`config.mk`:
```
export PLATFORM = sky130hd
export DESIGN_NAME = mips_cpu_muldiv
export DESIGN_NICKNAME = d
export VERILOG_FILES = /design/src/rtl/mips_cpu_muldiv.sv
export SDC_FILE = /design/constraint.sdc
export NUM_CORES = 1
export LEC_CHECK = 0
export CAP_MARGIN = 15
export CELL_PAD_IN_SITES_DETAIL_PLACEMENT = 1
export CELL_PAD_IN_SITES_GLOBAL_PLACEMENT = 1
export CORE_MARGIN = 1.5
export CORE_UTILIZATION = 46
export CTS_CLUSTER_DIAMETER = 30
export DETAILED_ROUTE_END_ITERATION = 6
export DONT_BUFFER_PORTS = 1
export PLACE_DENSITY_LB_ADDON = 0.1
export SETUP_SLACK_MARGIN = 0.4
export SLEW_MARGIN = 25
export SYNTH_ARGS = -nofsm -noshare
export SYNTH_HDL_FRONTEND = slang
export SYNTH_SLANG_ARGS = --single-unit
```
`constraint.sdc`:
```
create_clock -name clk -period 4.27 [get_ports clk]
set_input_delay 0.6405 -clock clk [delete_from_list [all_inputs] [get_ports clk]]
set_output_delay 0.6405 -clock clk [all_outputs]
set_load 0.005 [all_outputs]
```
`src/rtl/mips_cpu_muldiv.sv`:
```
// Iterative MIPS multiply/divide unit with Hi/Lo registers.
// Fixed 33-cycle latency for MULT/MULTU/DIV/DIVU: one radix-2 step per cycle.
module mips_cpu_muldiv (
  input  logic        clk,
  input  logic        rst,
  input  logic        start,
  input  logic [1:0]  op,
  input  logic [31:0] a,
  input  logic [31:0] b,
  input  logic        hi_we,
  input  logic        lo_we,
  input  logic [31:0] wdata,
  output logic        busy,
  output logic        done,
  output logic [31:0] hi,
  output logic [31:0] lo
);

  localparam int unsigned W  = 32;
  localparam int unsigned CW = 5;

  localparam logic [1:0] S_IDLE = 2'd0;
  localparam logic [1:0] S_RUN  = 2'd1;
  localparam logic [1:0] S_DONE = 2'd2;

  logic [1:0]    state, state_n;
  logic [CW-1:0] cnt, cnt_n;
  logic          busy_n, done_n;
  logic [W-1:0]  hi_n, lo_n;
  logic          is_div, is_div_n;
  logic          sgn_a, sgn_a_n, sgn_b, sgn_b_n;
  logic          b_zero, b_zero_n;
  logic [W-1:0]  a_raw, a_raw_n;
  logic [W-1:0]  opnd, opnd_n;
  logic [W-1:0]  acc_hi, acc_hi_n;
  logic [W-1:0]  acc_lo, acc_lo_n;

  // Operand capture: magnitudes for signed ops (op[0]==0 means signed)
  logic          in_sgn_a, in_sgn_b;
  logic [W-1:0]  a_mag, b_mag;
  assign in_sgn_a = ~op[0] & a[W-1];
  assign in_sgn_b = ~op[0] & b[W-1];
  assign a_mag    = in_sgn_a ? W'(-a) : a;
  assign b_mag    = in_sgn_b ? W'(-b) : b;

  // Shift-add step: add multiplicand on LSB of multiplier, shift {acc_hi,acc_lo} right
  logic [W:0]    mul_sum;
  assign mul_sum = {1'b0, acc_hi} + {1'b0, (acc_lo[0] ? opnd : {W{1'b0}})};

  // Restoring divide step: partial remainder shifted left with next dividend bit
  logic [W:0]    div_shift;
  logic          div_ge;
  logic [W-1:0]  div_diff;
  assign div_shift = {acc_hi, acc_lo[W-1]};
  assign div_ge    = div_shift >= {1'b0, opnd};
  assign div_diff  = W'(div_shift - {1'b0, opnd});

  // Sign fix-up of the final magnitudes
  logic [2*W-1:0] prod, prod_res;
  logic [W-1:0]   quot_res, rem_res, a_orig;
  assign prod     = {acc_hi, acc_lo};
  assign prod_res = (sgn_a ^ sgn_b) ? (2*W)'(-prod) : prod;
  assign quot_res = (sgn_a ^ sgn_b) ? W'(-acc_lo) : acc_lo;
  assign rem_res  = sgn_a ? W'(-acc_hi) : acc_hi;
  assign a_orig   = a_raw;

  always_ff @(posedge clk) begin
    if (rst) begin
      state  <= S_IDLE;
      cnt    <= '0;
      busy   <= 1'b0;
      done   <= 1'b0;
      hi     <= '0;
      lo     <= '0;
      is_div <= 1'b0;
      sgn_a  <= 1'b0;
      sgn_b  <= 1'b0;
      b_zero <= 1'b0;
      a_raw  <= '0;
      opnd   <= '0;
      acc_hi <= '0;
      acc_lo <= '0;
    end else begin
      state  <= state_n;
      cnt    <= cnt_n;
      busy   <= busy_n;
      done   <= done_n;
      hi     <= hi_n;
      lo     <= lo_n;
      is_div <= is_div_n;
      sgn_a  <= sgn_a_n;
      sgn_b  <= sgn_b_n;
      b_zero <= b_zero_n;
      a_raw  <= a_raw_n;
      opnd   <= opnd_n;
      acc_hi <= acc_hi_n;
      acc_lo <= acc_lo_n;
    end
  end

  always_comb begin
    state_n  = state;
    cnt_n    = cnt;
    busy_n   = busy;
    done_n   = 1'b0;
    hi_n     = hi;
    lo_n     = lo;
    is_div_n = is_div;
    sgn_a_n  = sgn_a;
    sgn_b_n  = sgn_b;
    b_zero_n = b_zero;
    a_raw_n  = a_raw;
    opnd_n   = opnd;
    acc_hi_n = acc_hi;
    acc_lo_n = acc_lo;

    case (state)
      S_IDLE: begin
        if (start) begin
          state_n  = S_RUN;
          busy_n   = 1'b1;
          cnt_n    = '0;
          is_div_n = op[1];
          sgn_a_n  = in_sgn_a;
          sgn_b_n  = in_sgn_b;
          b_zero_n = (b == '0);
          a_raw_n  = a;
          acc_hi_n = '0;
          opnd_n   = op[1] ? b_mag : a_mag;
          acc_lo_n = op[1] ? a_mag : b_mag;
        end else begin
          if (hi_we) hi_n = wdata;
          if (lo_we) lo_n = wdata;
        end
      end
      S_RUN: begin
        cnt_n = cnt + CW'(1);
        if (is_div) begin
          acc_hi_n = div_ge ? div_diff : div_shift[W-1:0];
          acc_lo_n = {acc_lo[W-2:0], div_ge};
        end else begin
          acc_hi_n = mul_sum[W:1];
          acc_lo_n = {mul_sum[0], acc_lo[W-1:1]};
        end
        if (cnt == CW'(31)) state_n = S_DONE;
      end
      S_DONE: begin
        state_n = S_IDLE;
        busy_n  = 1'b0;
        done_n  = 1'b1;
        if (!is_div) begin
          hi_n = prod_res[2*W-1:W];
          lo_n = prod_res[W-1:0];
        end else if (b_zero) begin
          hi_n = a_orig;
          lo_n = {W{1'b1}};
        end else begin
          hi_n = rem_res;
          lo_n = quot_res;
        end
      end
      default: begin
        state_n = S_IDLE;
        busy_n  = 1'b0;
      end
    endcase
  end

endmodule
```
Yosys cells after proc, flatten, opt, wreduce, memory -nomap -nowiden

Index checks and enable logic that the tools add are counted.

Add/sub/neg operators: 8
$lt $le $gt $ge: 1
Equality and inequality tests: 8
Muxes and demuxes: 33
Bitwise operators: 5
Reduce and logical (&&, ||, !) cells: 10

Operators with widths:

| operator                                                              | count |
|---|---|
| 32-bit two-way mux                                                    | 20 |
| 32-bit one-hot mux with 2 select lines                                | 4 |
| 32-bit negator                                                        | 4 |
| 64-bit two-way mux                                                    | 1 |
| 64-bit negator                                                        | 1 |
| 32-bit by 32-bit adder with 33-bit output                             | 1 |
| 33-bit by 32-bit greater-or-equal comparator with 1-bit output        | 1 |
| 32-bit zero test                                                      | 1 |
| 32-bit subtractor                                                     | 1 |
| 2-bit inequality test, second input constant                          | 5 |
| 5-bit one-hot mux with 2 select lines                                 | 1 |
| 2-bit AND reduction                                                   | 4 |
| 3-bit AND reduction                                                   | 2 |
| 5-bit by 1-bit adder with 5-bit output, second input constant         | 1 |
| 5-bit equality test, second input constant                            | 1 |
| 5-bit two-way mux                                                     | 1 |
| 2-bit two-way mux                                                     | 2 |
| 2-bit one-hot mux with 2 select lines                                 | 1 |
| 2-bit nonzero test                                                    | 2 |
| 1-bit bitwise AND                                                     | 2 |
| 2-bit by 1-bit equality test with 1-bit output, second input constant | 1 |
| 2-bit equality test, second input constant                            | 1 |
| 2-bit zero test                                                       | 1 |
| 1-bit two-way mux                                                     | 2 |
| other kinds (3)                                                       | 4 |

Register bits: 205
Bits of input ports: 103
Output and inout bits: 66
Word-level logic and storage cells: 79

Logic depth before layout (Yosys ltp)

Depth after elaboration: 6
Depth in mapped cells: 16
Gate-level depth less buffers: 14

Least setup slack after synthesis

No wires, ideal clock.

Kind: input -> register
From: input b[8]
To: register opnd[27]
Library setup time: 0.070 ns
Arrival time: 3.348 ns
Slack: 0.852 ns
Stages on the path: 9
Cell sequence: or4_4 -> or4_4 -> or4_4 -> or2_1 -> o41ai_1 -> xnor2_1 -> nor2_1 -> or3_1 -> a21oi_1

Word-level cells in the longest chain between the ends: 3

RTL lines:

| item                   | RTL line | source |
|---|---|---|
| start: declaration     | 9        | `input logic [31:0] b,` |
| 32-bit negator         | 44       | `assign b_mag = in_sgn_b ? W'(-b) : b;` |
| 32-bit two-way mux     | 44       |  |
| 32-bit two-way mux     | 129      | `opnd_n = op[1] ? b_mag : a_mag;` |
| end signal: assignment | 95       | `opnd <= opnd_n;` |
| end: declaration       | 34       | `logic [W-1:0] opnd, opnd_n;` |

Every way passes these cells.
A chain may end at the register's enable or synchronous reset.

Worst setup path after layout

From: register acc_hi[15]
To: register acc_hi[3]

Word-level cells in the longest chain between the ends: 4

RTL lines:

| item                                                           | RTL line | source |
|---|---|---|
| start: declaration                                             | 35       | `logic [W-1:0] acc_hi, acc_hi_n;` |
| start signal: assignment                                       | 96       | `acc_hi <= acc_hi_n;` |
| 33-bit by 32-bit greater-or-equal comparator with 1-bit output | 55       | `assign div_ge = div_shift >= {1'b0, opnd};` |
| 32-bit two-way mux                                             | 139      | `acc_hi_n = div_ge ? div_diff : div_shift[W-1:0];` |
| 32-bit two-way mux                                             | 138      | `if (is_div) begin` |
| 32-bit one-hot mux with 2 select lines                         | 117      | `case (state)` |

Every way passes these cells.

==> run_results.csv <==
group,metric,value,unit
status,outcome,"complete, no violations",
timing,max_freq,270,MHz
route,routed_wl,74800,µm
cts,tritoncts.num_buffers,66,
power,ir_drop,0.351,mV
logic_synthesis,syn_nets,2463,
worst_setup_path,r2r-end,"acc_hi[3]",
place,dp_slack,0.509,ns
final_layout,n_antenna_cell,0,
die,row_count,69,
worst_setup_path,rrSetupSlack,0.56,ns
global_routing,track_usage,39.6,%
global_routing,overflow,0,
die,design.die.area,0.0370,mm²
flow_run,cap_violations,0,
route,drt_iter0_markers,1913,
timing,setup_viol,0,
cts,cts-root-buf,"clkbuf_16",
logic_synthesis,synthFlopType,"dfxtp_1",
logic_synthesis,yosys_warnings,0,
place,gp_congestion,1.01,
logic_synthesis,yosysSeqAreaShare,24.9,%
worst_setup_path,crit_type,"reg -> reg",
route,wl_per_cell,27.0,µm
hold_path,holdPathStages,1,
worst_setup_path,end_kind,"register",
power,p_leak,7.46,nW
worst_setup_path,arrival,4.17,ns
place,post-dp-hpwl,55700,µm
cts,cts_buffer_depth,3,
worst_setup_path,crit_path_start_kind,"register",
route,avgViaCountPerCell,6.62,
cts,clock_sinks,205,
logic_synthesis,synthArstFlopShare,0,%
logic_synthesis,ys_types,80,
worst_setup_path,crit_fanout,34,
power,fin_total_pwr,8.75,mW
timing,tightest_slew,1.11,ns
die,num_io_pins,169,
timing,tns,0,ns
timing,finalCritPeriodShare,86.8,%
power,p_per_area,452,mW/mm²
final_layout,layout_common_cells,"301 x nand2_1, 244 x a21oi_1, 208 x nor2_1, 204 x dfxtp_1, 138 x o21ai_0",
cts,insertion_delay,0.58,ns
die,die_x,192,µm
final_layout,final_common_cell,"nand2_1",
timing,fin_crit,3.71,ns
final_layout,num-nets-final,2426,
cts,h-tree-depth,3,
die,fp.coreArea,0.0355,mm²
logic_synthesis,synth_edf_count,0,
worst_setup_path,worstRegToRegCells,11,
final_layout,post-route-util,54.5,%
global_routing,grt_pass1_vias,17843,
route,vias,18308,
global_routing,grt_max_degree,173,
hold_path,min_to,"acc_lo[11]",
final_layout,fill_cells,4383,
hold_path,hp-start,"rst",
logic_synthesis,syn-cell-area,0.0165,mm²
route,dr.pass1.iters,5,
final_layout,final_layout_size_suffix_gt1_share,9.94,%
place,io_buffers,0,
timing,fin_skew,0.0197,ns
timing,maxSlewHeadroom,25.7,%
cts,cts.reportedPaths.clkPinSlew,0.04,ns
logic_synthesis,synth_seq_cells,205,
route,remaining_drc_errors,0,
final_layout,syn_to_final_growth,17.2,%
global_routing,grt_pass1_wl,110000,µm
global_routing,antenna_found_initial,0,
timing,setup_ws,0.562,ns
logic_synthesis,avgSynthCellArea,7.21,µm²
worst_setup_path,worst_r2r_startpoint,"acc_hi[15]",
die,die_y,192,µm
hold_path,hold_path.class,"in -> reg",
cts,cts_tree,"built",
logic_synthesis,syn_inst,2288,
timing,rsz0062_at_grt,"yes",
worst_setup_path,cp.required,4.73,ns
timing,final_max_slew_viol_count,0,
timing,hold_viol,0,
route,drtAntennaViolNets,0,
die,initial_core_util,46.5,%
[how the worst max path moves through the flow]
stage | endpoint | startpoint | cells after the start
2_1_floorplan | opnd[27] | b[8] | 9
3_3_place_gp | acc_hi[30] | acc_lo[0] | 14
3_5_place_dp | acc_hi[21] | acc_lo[0] | 14
4_1_cts | acc_hi[21] | acc_lo[0] | 14
5_1_grt | acc_hi[21] | acc_lo[0] | 15
6_report | acc_hi[3] | acc_hi[15] | 11
[cells in the mapped netlist (10+ instances only)]
master      n  area [µm²]
a211oi_1   75         563
a21o_1     23         173
a21oi_1   244        1220
a221oi_1   16         140
a22oi_1    22         165
a31oi_1    23         144
and2_1     10        62.6
buf_1      20        75.1
clkbuf_1  158         593
dfxtp_1   205        4100
ha_1       70         876
inv_1      68         255
mux2i_1    54         541
nand2_1   301        1130
nand2b_1   18         113
nand3_1    32         160
nand4_1    22         138
nor2_1    211         792
nor2b_1    17         106
nor3_1     50         250
nor4_1     21         131
o211ai_1   54         405
o21a_1     19         143
o21ai_0   138         691
o21bai_1   10        75.1
o221ai_1   39         342
o22ai_1    10        62.6
o31ai_1    21         158
o41ai_1    13         114
or3_1      20         125
xnor2_1    94         823
xor2_1     84         736
[routing by layer]
layer	vias up	share of wire, %	global-route usage [%]
met5	-	0	0
met4	0	5.2	20.5
met3	184	10	10.0
met2	963	43	59.1
met1	8913	42	52.4
li1	8248	-	-
[logic make-up after synthesis]
kind of cell / count (synthesis) / share of synthesized area (%)
compound gates: 771 / 30.2
xor+xnor: 178 / 9.45
fa+ha+maj: 72 / 5.55
buf+inv: 254 / 5.88
flops: 205 / 24.9
mux: 56 / 3.41
simple gates: 752 / 20.6
[metrics by stage]
| stage | area, µm² | cells | hold WS (ns) |
|---|---|---|---|
| detailed placement | 17000 | 2641 | 0.441 |
| floorplan | 16500 | 2288 | 0.432 |
| finish | 19300 | 2765 | 0.166 |
| CTS | 19300 | 2762 | 0.132 |
| global route | 19300 | 2765 | 0.159 |
| global placement | 17000 | 2641 | 0.437 |
[area by class of cell]
cell class              count  area (µm²)  area share [%]
repair buffers             79         643            3.32
inverters                  70         267            1.38
multi-input cells        1829       11500            59.4
clock buffers              89        1920            9.94
flip-flops and latches    205        4110            21.2
clock inverters            32         335            1.73
well taps                 461         577            2.98
[timing repair]
action / CTS / global route
buffers inserted: 0 / 3
resized for setup: 0 / 3
hold buffers: 0 / 0
endpoints found under the setup margin: 0 / 6
[state kept, by name, indices dropped and copies added, names as in the netlist]
| register | count |
|---|---|
| cnt | 5 |
| acc_lo | 32 |
| acc_hi | 32 |
| state | 2 |
| sgn_a | 1 |
| a_orig | 32 |
| lo | 32 |
| done | 1 |
| opnd | 32 |
| sgn_b | 1 |
| is_div | 1 |
| b_zero | 1 |
| hi | 32 |
| busy | 1 |
[worst max-delay path: stages, from the launching register on]
cell and delay (ns):
dfxtp_1 0.70, ha_1 0.32, nand4_1 0.14, nor3_1 0.55
a31oi_1 0.32, o2111a_1 0.25, o311a_1 0.26, nor2_4 0.20
buf_12 0.22, mux2i_1 0.21, nor2_1 0.05, a221o_1 0.29
[where the power goes]
part	total [mW]	internal (mW)	switching [mW]
Combinational	1.64	0.584	1.06
Clock	4.89	3.39	1.50
Sequential	2.22	2.04	0.180
Note: power is estimated with default switching activity, not from simulation.
